File: config.mk
export PLATFORM = sky130hd
export DESIGN_NAME = biker_bullet_pool
export DESIGN_NICKNAME = d
export VERILOG_FILES = /design/src/rtl/biker_bullet_pool.sv
export SDC_FILE = /design/constraint.sdc
export NUM_CORES = 1
export LEC_CHECK = 0
export BUFFER_PORTS_ARGS = -buffer_cell sky130_fd_sc_hd__buf_2
export CAP_MARGIN = 20
export CORE_MARGIN = 2
export CORE_UTILIZATION = 46
export CTS_BUF_LIST = sky130_fd_sc_hd__clkbuf_4
export CTS_CLUSTER_SIZE = 25
export DETAILED_ROUTE_END_ITERATION = 10
export GPL_TIMING_DRIVEN = 0
export SYNTH_ARGS = -nofsm -noshare
export SYNTH_HDL_FRONTEND = slang
export SYNTH_SLANG_ARGS = --single-unit
File: constraint.sdc
create_clock -name clk -period 3.6 [get_ports clk]
set_input_delay 0.72 -clock clk [delete_from_list [all_inputs] [get_ports clk]]
set_output_delay 0.72 -clock clk [all_outputs]
set_load 0.02 [all_outputs]
File: src/rtl/biker_bullet_pool.sv
// biker_bullet_pool: fixed pool of bullets spawned at the biker's nose, moved up once per frame.
// Optional BIKER_BULLET_DOUBLE_EN: every shot spawns a side-by-side pair into the two lowest free slots.
module biker_bullet_pool #(
    parameter int         NUM_BULLETS     = 4,
    parameter int         BULLET_SPEED    = 8,
    parameter int         BULLET_W        = 4,
    parameter int         BULLET_H        = 8,
    parameter int         COOLDOWN_FRAMES = 6,
    parameter int         SPAWN_OFFSET_X  = 14,
    parameter logic [7:0] BULLET_COLOR    = 8'hE0
) (
    input  logic                   clk,
    input  logic                   resetN,
    input  logic                   startOfFrame,
    input  logic                   shootRequest,
    input  logic [10:0]            bikerTLX,
    input  logic [10:0]            bikerTLY,
    input  logic                   collision,
    input  logic                   endLevel,
    input  logic [10:0]            pixelX,
    input  logic [10:0]            pixelY,
    output logic                   drawingRequest,
    output logic [7:0]             RGBout,
    output logic [NUM_BULLETS-1:0] bulletsActive,
    output logic                   shotFired
);

    localparam int          IDX_W   = (NUM_BULLETS > 1) ? $clog2(NUM_BULLETS) : 1;
    localparam logic [10:0] SPEED   = 11'(BULLET_SPEED);
    localparam logic [10:0] HEIGHT  = 11'(BULLET_H);
    localparam logic [11:0] W12     = 12'(BULLET_W);
    localparam logic [11:0] H12     = 12'(BULLET_H);
    localparam logic [10:0] OFFS    = 11'(SPAWN_OFFSET_X);
    localparam logic [7:0]  CD_LOAD = 8'(COOLDOWN_FRAMES);

    logic [NUM_BULLETS-1:0] r_active;
    logic [10:0]            r_x [NUM_BULLETS];
    logic [10:0]            r_y [NUM_BULLETS];
    logic                   r_pending;
    logic [7:0]             r_cooldown;
    logic                   r_draw;
    logic [IDX_W-1:0]       r_hit_idx;
    logic                   r_shot_fired;

    logic [NUM_BULLETS-1:0] w_inside;
    logic                   w_draw;
    logic [IDX_W-1:0]       w_hit_idx;
    logic                   w_free0_ok;
    logic [IDX_W-1:0]       w_free0_idx;
    logic                   w_slots_ok;
    logic [7:0]             w_cd_dec;
    logic                   w_spawn;
    logic                   w_hit_clear;
    logic [10:0]            w_spawn_y;
    logic [10:0]            w_base_x;
`ifdef BIKER_BULLET_DOUBLE_EN
    localparam logic [10:0] SIDE = 11'(2 * BULLET_W);
    logic                   w_free1_ok;
    logic [IDX_W-1:0]       w_free1_idx;
`endif

    // Scan hit test; iterating downward leaves the lowest-index hit in w_hit_idx.
    always_comb begin
        w_inside  = '0;
        w_draw    = 1'b0;
        w_hit_idx = '0;
        for (int i = NUM_BULLETS - 1; i >= 0; i--) begin
            w_inside[i] = r_active[i]
                       && ({1'b0, pixelX} >= {1'b0, r_x[i]})
                       && ({1'b0, pixelX} <  ({1'b0, r_x[i]} + W12))
                       && ({1'b0, pixelY} >= {1'b0, r_y[i]})
                       && ({1'b0, pixelY} <  ({1'b0, r_y[i]} + H12));
            if (w_inside[i]) begin
                w_draw    = 1'b1;
                w_hit_idx = IDX_W'(i);
            end
        end
    end

    // Free slots are judged on the flags at the start of the cycle, so a bullet
    // retired by this frame's move is not reused until the following frame.
    always_comb begin
        w_free0_ok  = 1'b0;
        w_free0_idx = '0;
`ifdef BIKER_BULLET_DOUBLE_EN
        w_free1_ok  = 1'b0;
        w_free1_idx = '0;
`endif
        for (int i = 0; i < NUM_BULLETS; i++) begin
            if (!r_active[i]) begin
                if (!w_free0_ok) begin
                    w_free0_ok  = 1'b1;
                    w_free0_idx = IDX_W'(i);
                end
`ifdef BIKER_BULLET_DOUBLE_EN
                else if (!w_free1_ok) begin
                    w_free1_ok  = 1'b1;
                    w_free1_idx = IDX_W'(i);
                end
`endif
            end
        end
    end

`ifdef BIKER_BULLET_DOUBLE_EN
    assign w_slots_ok = w_free0_ok && w_free1_ok;
`else
    assign w_slots_ok = w_free0_ok;
`endif

    assign w_cd_dec    = (r_cooldown != 8'd0) ? (r_cooldown - 8'd1) : 8'd0;
    assign w_hit_clear = collision && r_draw;
    assign w_spawn     = startOfFrame && (r_pending || shootRequest) && (w_cd_dec == 8'd0)
                      && (bikerTLY >= HEIGHT) && w_slots_ok;
    assign w_spawn_y   = bikerTLY - HEIGHT;
    assign w_base_x    = bikerTLX + OFFS;

    always_ff @(posedge clk or negedge resetN) begin
        if (!resetN) begin
            r_active     <= '0;
            for (int i = 0; i < NUM_BULLETS; i++) begin
                r_x[i] <= '0;
                r_y[i] <= '0;
            end
            r_pending    <= 1'b0;
            r_cooldown   <= 8'd0;
            r_draw       <= 1'b0;
            r_hit_idx    <= '0;
            r_shot_fired <= 1'b0;
        end else begin
            r_shot_fired <= 1'b0;
            if (endLevel) begin
                r_active   <= '0;
                r_pending  <= 1'b0;
                r_cooldown <= 8'd0;
                r_draw     <= 1'b0;
                r_hit_idx  <= '0;
            end else begin
                r_draw    <= w_draw;
                r_hit_idx <= w_hit_idx;

                if (startOfFrame) begin
                    r_pending  <= 1'b0;
                    r_cooldown <= w_spawn ? CD_LOAD : w_cd_dec;
                end else if (shootRequest) begin
                    r_pending  <= 1'b1;
                end

                // A hit slot is retired in place and skips this frame's move.
                for (int i = 0; i < NUM_BULLETS; i++) begin
                    if (w_hit_clear && (r_hit_idx == IDX_W'(i))) begin
                        r_active[i] <= 1'b0;
                    end else if (startOfFrame && r_active[i]) begin
                        if (r_y[i] < SPEED) begin
                            r_active[i] <= 1'b0;
                        end else begin
                            r_y[i] <= r_y[i] - SPEED;
                        end
                    end
                end

                if (w_spawn) begin
                    r_shot_fired <= 1'b1;
`ifdef BIKER_BULLET_DOUBLE_EN
                    r_active[w_free0_idx] <= 1'b1;
                    r_x[w_free0_idx]      <= w_base_x - SIDE;
                    r_y[w_free0_idx]      <= w_spawn_y;
                    r_active[w_free1_idx] <= 1'b1;
                    r_x[w_free1_idx]      <= w_base_x + SIDE;
                    r_y[w_free1_idx]      <= w_spawn_y;
`else
                    r_active[w_free0_idx] <= 1'b1;
                    r_x[w_free0_idx]      <= w_base_x;
                    r_y[w_free0_idx]      <= w_spawn_y;
`endif
                end
            end
        end
    end

    assign drawingRequest = r_draw;
    assign RGBout         = r_draw ? BULLET_COLOR : 8'hFF;
    assign bulletsActive  = r_active;
    assign shotFired      = r_shot_fired;

endmodule

==> results of run 1 <==
## power by group through the flow
stage | clock network (uW) | logic [uW] | registers, uW
2_1_floorplan | 0 | 1260 | 1520
3_3_place_gp | 0 | 1660 | 1560
5_1_grt | 711 | 1970 | 1580
6_report | 642 | 1710 | 1550
4_1_cts | 663 | 1710 | 1540
3_5_place_dp | 0 | 1710 | 1570
## cell usage after synthesis (6+ instances only)
library cell	instances	share of area, %
a211o_1	6	0.52
a211oi_1	8	0.60
a21o_1	6	0.45
a21oi_1	66	3.3
a22oi_1	17	1.3
a31oi_1	9	0.56
and3_1	16	1.0
buf_2	9	0.45
buf_4	9	0.67
clkbuf_1	13	0.49
dfrtp_1	105	26
ha_1	171	21
inv_1	104	3.9
mux2_2	15	1.7
nand2_1	98	3.7
nand2b_1	14	0.87
nand3_1	56	2.8
nand4_1	26	1.6
nor2_1	71	2.7
nor2b_1	15	0.93
nor3_1	40	2.0
nor4_1	16	1.0
o211ai_1	12	0.90
o21a_1	12	0.90
o21ai_0	83	4.1
o22a_1	9	0.78
o311ai_0	6	0.52
or3_1	8	0.50
or4_1	6	0.45
xnor2_1	58	5.1
xor2_1	7	0.61
## area by class of cell
class / instances / area share, %
repair buffers: 62 / 3.24
well taps: 280 / 3.21
flip-flops and latches: 105 / 24.1
clock buffers: 10 / 0.689
diodes: 1 / 0.0230
inverters: 105 / 3.61
clock inverters: 6 / 0.620
multi-input cells: 939 / 62.5
plain buffers: 37 / 1.99
## per-layer routing
metal | GRT usage, % | part of all wire (%) | vias to the layer above
met1 | 37.0 | 49 | 4318
li1 | - | - | 4483
met2 | 40.9 | 46 | 161
met5 | 0 | 0 | -
met3 | 2.84 | 3.9 | 24
met4 | 4.68 | 1.2 | 0
## worst reg2reg max path, delay by kind of cell (launching register included)
family / cells / cell delay [ns]
simple gates: 4 / 1.84
compound gates: 2 / 0.44
flops: 1 / 0.41
mux: 1 / 0.39
buf+inv: 1 / 0.13
## final timing paths
kind | endpoint | slack (ns)
hold reg to reg | r_x[12] | 0.50
min in group clk | r_x[23] | 0.47
max in group asynchronous | r_y[10] | 2.64
hold / removal | r_x[23] | 0.20
setup / recovery | r_y[7] | 0.31
setup reg to reg | r_y[7] | 0.31
## metrics by stage
| stage | worst slack (ns) | hold slack, ns | power [uW] | utilization (%) | cell area [sq um] |
|---|---|---|---|---|---|
| floorplan | 0.750 | 0.424 | 2770 | - | 10100 |
| global placement | 0.131 | 0.464 | 3220 | 49.5 | 10700 |
| detailed placement | 0.140 | 0.474 | 3270 | 49.6 | 10700 |
| CTS | 0.0793 | 0.195 | 3920 | 50.3 | 10900 |
| global route | 0.0527 | 0.197 | 4260 | 50.4 | 10900 |
| finish | 0.309 | 0.198 | 3900 | 50.4 | 10900 |
## cell families (layout without fill, tap and decap cells)
logic type,count (synthesis),in the layout
other,1,4
muxes,19,19
and+or+nand+nor,399,399
xor gates and xnor gates,65,65
adders and majority gates,171,171
buffers and inverters,142,220
AOI/OAI and AO/OA,282,282
DFF,105,105
## registers in the layout (all words and copies together) (netlist names)
signal,cells
r_x,44
r_cooldown,8
shotFired,1
drawingRequest,1
r_pending,1
r_hit_idx,2
r_y,44
bulletsActive,4
## repair_timing
item                       in CTS  in global routing
resized for setup               0                  0
buffers inserted                0                  2
setup endpoints to repair       0                 13
==> flow_summary.toml, run 1 <==
[clock_tree]
clkTransAtPathRegs_ns = 0.18
cts_hold_buf = 0
cts_sinks = 105
htree_num_levels = 3
cts_buffers = 9
insertion_delay_ns = 0.48
cts_tree = "done"
cts-root-buf = "clkbuf_4"
cts_buffer_depth = 2

[layout]
final_common_cell = "ha_1"
syn2layout_area_growth_pct = 8.52
regArea_sq_um = 2630
drive_gt1_share_pct = 10.3
fill_cells = 2169
finalNetCount = 1480
mostFrequentLayoutCells = "171 x ha_1, 105 x dfrtp_1, 104 x inv_1"
multi_input_area_sq_um = 6820
fin_cells = 1545

[detailed_routing]
firstDrtPassIters = 5
drtIter0Drc = 581
drc = 0
vias_per_cell = 5.82
wl_microns = 27900
wire_per_inst_microns = 18.1
vias = 8986
ant_nets = 0

[sta]
fin_crit_sh_pct = 91.4
setup_viol_count_final = 0
fmax_ghz = 0.304
drv_slew = 0
slew-limit-headroom_pct = 37.4
tns_ns = 0
hold_viol = 0
period_needed_ns = 3.29
fin_skew_ns = 0.0216
tightest_slew_ns = 0.930
rsz0062_at_grt = "no"

[critical_path]
rr_startpoint = "r_cooldown[2]"
crit_path_cell_trace = "buf_6 > or4_4 > nor4_1 > mux2i_1 > nand4_2 > nor4_4 > o21ai_1 > a211o_1"
crit_fanout = 10
worstPathArrival_ns = 3.69
crit_start = "r_cooldown[2]"
slowest_delay_ns = 0.62
worstSetupEndpointType = "flop"
crit_slowest_cell = "nor4_4"
path_buf_inv = 1
cp_top_family = "simple AND/OR/NAND/NOR gates"
reg2reg_depth = 8
critPathLaunchType = "flop"
worst-setup-path-type = "flop to flop"
worstPathRequired_ns = 4.00
crit_cells = 8

[pwr]
combPwrFrac_pct = 43.8
intPower_uw = 2300
seq_power_share_pct = 39.7
p_sw_uw = 1590
leakage_uw = 0.00476
ir_drop_v = 0.000212
power.density_nw_per_um2 = 357
switching_share_pct = 40.9
clkPwrFrac_pct = 16.5

[die]
die_x_microns = 152
dieHeight_microns = 152
core_area_sq_um = 21600
start_util_pct = 46.5
die_area_sq_um = 23000
io-pin-count = 64
rows = 54

[synth]
synth_cell_types = 73
synthAdderAreaFrac_pct = 21.3
synth_edf_count = 0
syn_area_sq_um = 10000
synth_top_family_by_area = "adder cells"
synthXorXnorAreaFrac_pct = 5.67
muxShareOfSynthArea_pct = 2.08
synthArstFlopShare_pct = 100
synth_seq_area_share_pct = 26.2
synth_compound_area_share_pct = 17.9
ys_ff_latch = 105
syn_area_per_cell_sq_um = 8.49
syn_inst = 1184
yosys.area_share.simple_pct = 20.8
yosysWarningCount = 0
synth_top_flop_cell = "dfrtp_1"

[global_routing]
antenna_found_initial = 1
grt_pass1_vias = 8584
grt_max_degree = 65
track_usage_pct = 25.3
grt.overflow.total = 0
grt_pass1_wl_microns = 45100

[place]
place_congestion = 0.878
io_buffers = 59
dp.cells = 1526
dpl.hpwl_microns = 22400

[min_path]
hp-class = "primary input to asynchronous set/reset pin"

[run]
cap_violations = 0

[status]
status = "finished clean"
Note: power is estimated with default switching activity, not from simulation.
==> run 2, diff against run 1 <==
--- a/config.mk
+++ b/config.mk
@@ -13,6 +13,7 @@
 export CTS_CLUSTER_SIZE = 25
 export DETAILED_ROUTE_END_ITERATION = 10
 export GPL_TIMING_DRIVEN = 0
+export REMOVE_ABC_BUFFERS = 1
 export SYNTH_ARGS = -nofsm -noshare
 export SYNTH_HDL_FRONTEND = slang
 export SYNTH_SLANG_ARGS = --single-unit
==> run 2 against run 1 <==
- total power up 3.0%
- worst hold slack worse by 0.13 ns
- non-clock buffer count down 32
- largest power group unchanged
- sequential power about the same
- flip-flop and latch count unchanged
- first-iteration DRC count up 1.7%
- die area unchanged
- global-route usage up 0.13 points
- largest cell class unchanged
==> flow_summary.toml, run 2 (synthesis results as in run 1) <==
[detailed_routing]
drtIter0Drc = 591
drc = 0
wl_microns = 28400
vias = 8941
ant_nets = 0
firstDrtPassIters = 5
vias_per_cell = 5.91
wire_per_inst_microns = 18.8

[sta]
rsz0062_at_grt = "no"
tightest_slew_ns = 1.12
slew-limit-headroom_pct = 25.3
timing.final.ws_setup_ns = 0.283
hold_viol = 0
setup_viol_count_final = 0
tns_ns = 0
period_needed_ns = 3.32
fmax_ghz = 0.302
fin_skew_ns = 0.0359
fin_crit_sh_pct = 92.1
drv_slew = 0

[layout]
final_cell_area_sq_um = 10800
fin_cells = 1514
top_regs = "r_x: 44 flops, r_y: 44 flops, r_cooldown: 8 flops"
regArea_sq_um = 2630
finalNetCount = 1448
final_common_cell = "ha_1"
syn2layout_area_growth_pct = 7.21
multi_input_area_sq_um = 6820
drive_gt1_share_pct = 9.01
fill_cells = 2131
final_core_util_pct = 49.8
mostFrequentLayoutCells = "171 x ha_1, 105 x dfrtp_1, 104 x inv_1"

[clock_tree]
cts_tree = "done"
clkTransAtPathRegs_ns = 0.20
htree_num_levels = 3
cts_buffers = 9
cts-root-buf = "clkbuf_4"
cts_buffer_depth = 2
insertion_delay_ns = 0.51
cts_sinks = 105

[place]
place_congestion = 0.903
dp.cells = 1494
io_buffers = 60
dpl.hpwl_microns = 21700
placedInstanceArea_sq_um = 10600
pre_cts_slack_ns = -0.176

[critical_path]
cp_top_family = "simple AND/OR/NAND/NOR gates"
worstSetupEndpointType = "flop"
crit_path_cell_trace = "or4_4 > nor4_1 > mux2i_1 > nand4_2 > nor4_4 > o21ai_1 > a211o_1"
critPathLaunchType = "flop"
worstPathRequired_ns = 4.02
slowest_delay_ns = 0.66
crit_fanout = 10
timing.rr.end = "r_y[7]"
worstPathArrival_ns = 3.73
worst-setup-path-type = "flop to flop"
path_buf_inv = 0
rr_startpoint = "r_cooldown[2]"
r2r_slack_ns = 0.28
reg2reg_depth = 7
crit_slowest_cell = "nor4_4"

[global_routing]
track_usage_pct = 25.5
grt_max_degree = 80
grt_pass1_wl_microns = 44900
grt_pass1_vias = 8331
grt.overflow.total = 0
antenna_found_initial = 1

[die]
die_area_sq_um = 23000
dieHeight_microns = 152
die_x_microns = 152
rows = 54
io-pin-count = 64
start_util_pct = 46.5
core_area_sq_um = 21600

[pwr]
leakage_uw = 0.00468
ir_drop_v = 0.000149
power.density_nw_per_um2 = 373

[run]
cap_violations = 0

[status]
status = "finished clean"

[min_path]
hp-class = "primary input to asynchronous set/reset pin"
## run 2: area by class of cell
class,count,area share (%)
multi-input cells,939,63.3
flip-flops and latches,105,24.4
repair buffers,67,3.88
inverters,105,3.66
well taps,280,3.25
clock inverters,7,0.860
clock buffers,9,0.627
diodes,2,0.0465
## run 2: worst max-delay path by stage
| stage | from | endpoint | slack, ns | cells past startpoint |
|---|---|---|---|---|
| floorplan | r_cooldown[2] | r_x[22] | 0.41 | 6 |
| global route | r_cooldown[2] | r_y[20] | 0.02 | 7 |
| global placement | bikerTLY[0] | r_x[22] | -0.50 | 7 |
| finish | r_cooldown[2] | r_y[7] | 0.28 | 7 |
| detailed placement | bikerTLY[3] | r_x[22] | -0.18 | 10 |
| CTS | r_cooldown[2] | r_x[11] | 0.30 | 7 |
## run 2: metal layers
layer / up-vias / global-route usage (%) / share of wire [%]
met5: - / 0 / 0
met4: 0 / 6.53 / 1.7
met3: 38 / 3.05 / 5.5
met2: 238 / 39.4 / 43
met1: 4249 / 37.6 / 49
li1: 4416 / - / -
## run 2: timing repair
item	in CTS	in global routing
hold buffers	0	0
setup endpoints to repair	1	0
gates resized for setup	0	0
buffers inserted	2	0
## run 2: stage by stage
stage,power (uW),hold slack [ns]
floorplan,2740,0.424
global placement,3230,0.463
detailed placement,3280,0.473
CTS,4030,0.0395
global route,4350,0.0557
finish,4020,0.0688
## run 2: power by group
part	internal (uW)	leakage (uW)	total (uW)	switching, uW
combinational	713	0.00327	1700	988
sequential	1350	0.00133	1570	215
clock	280	0.0000800	748	468
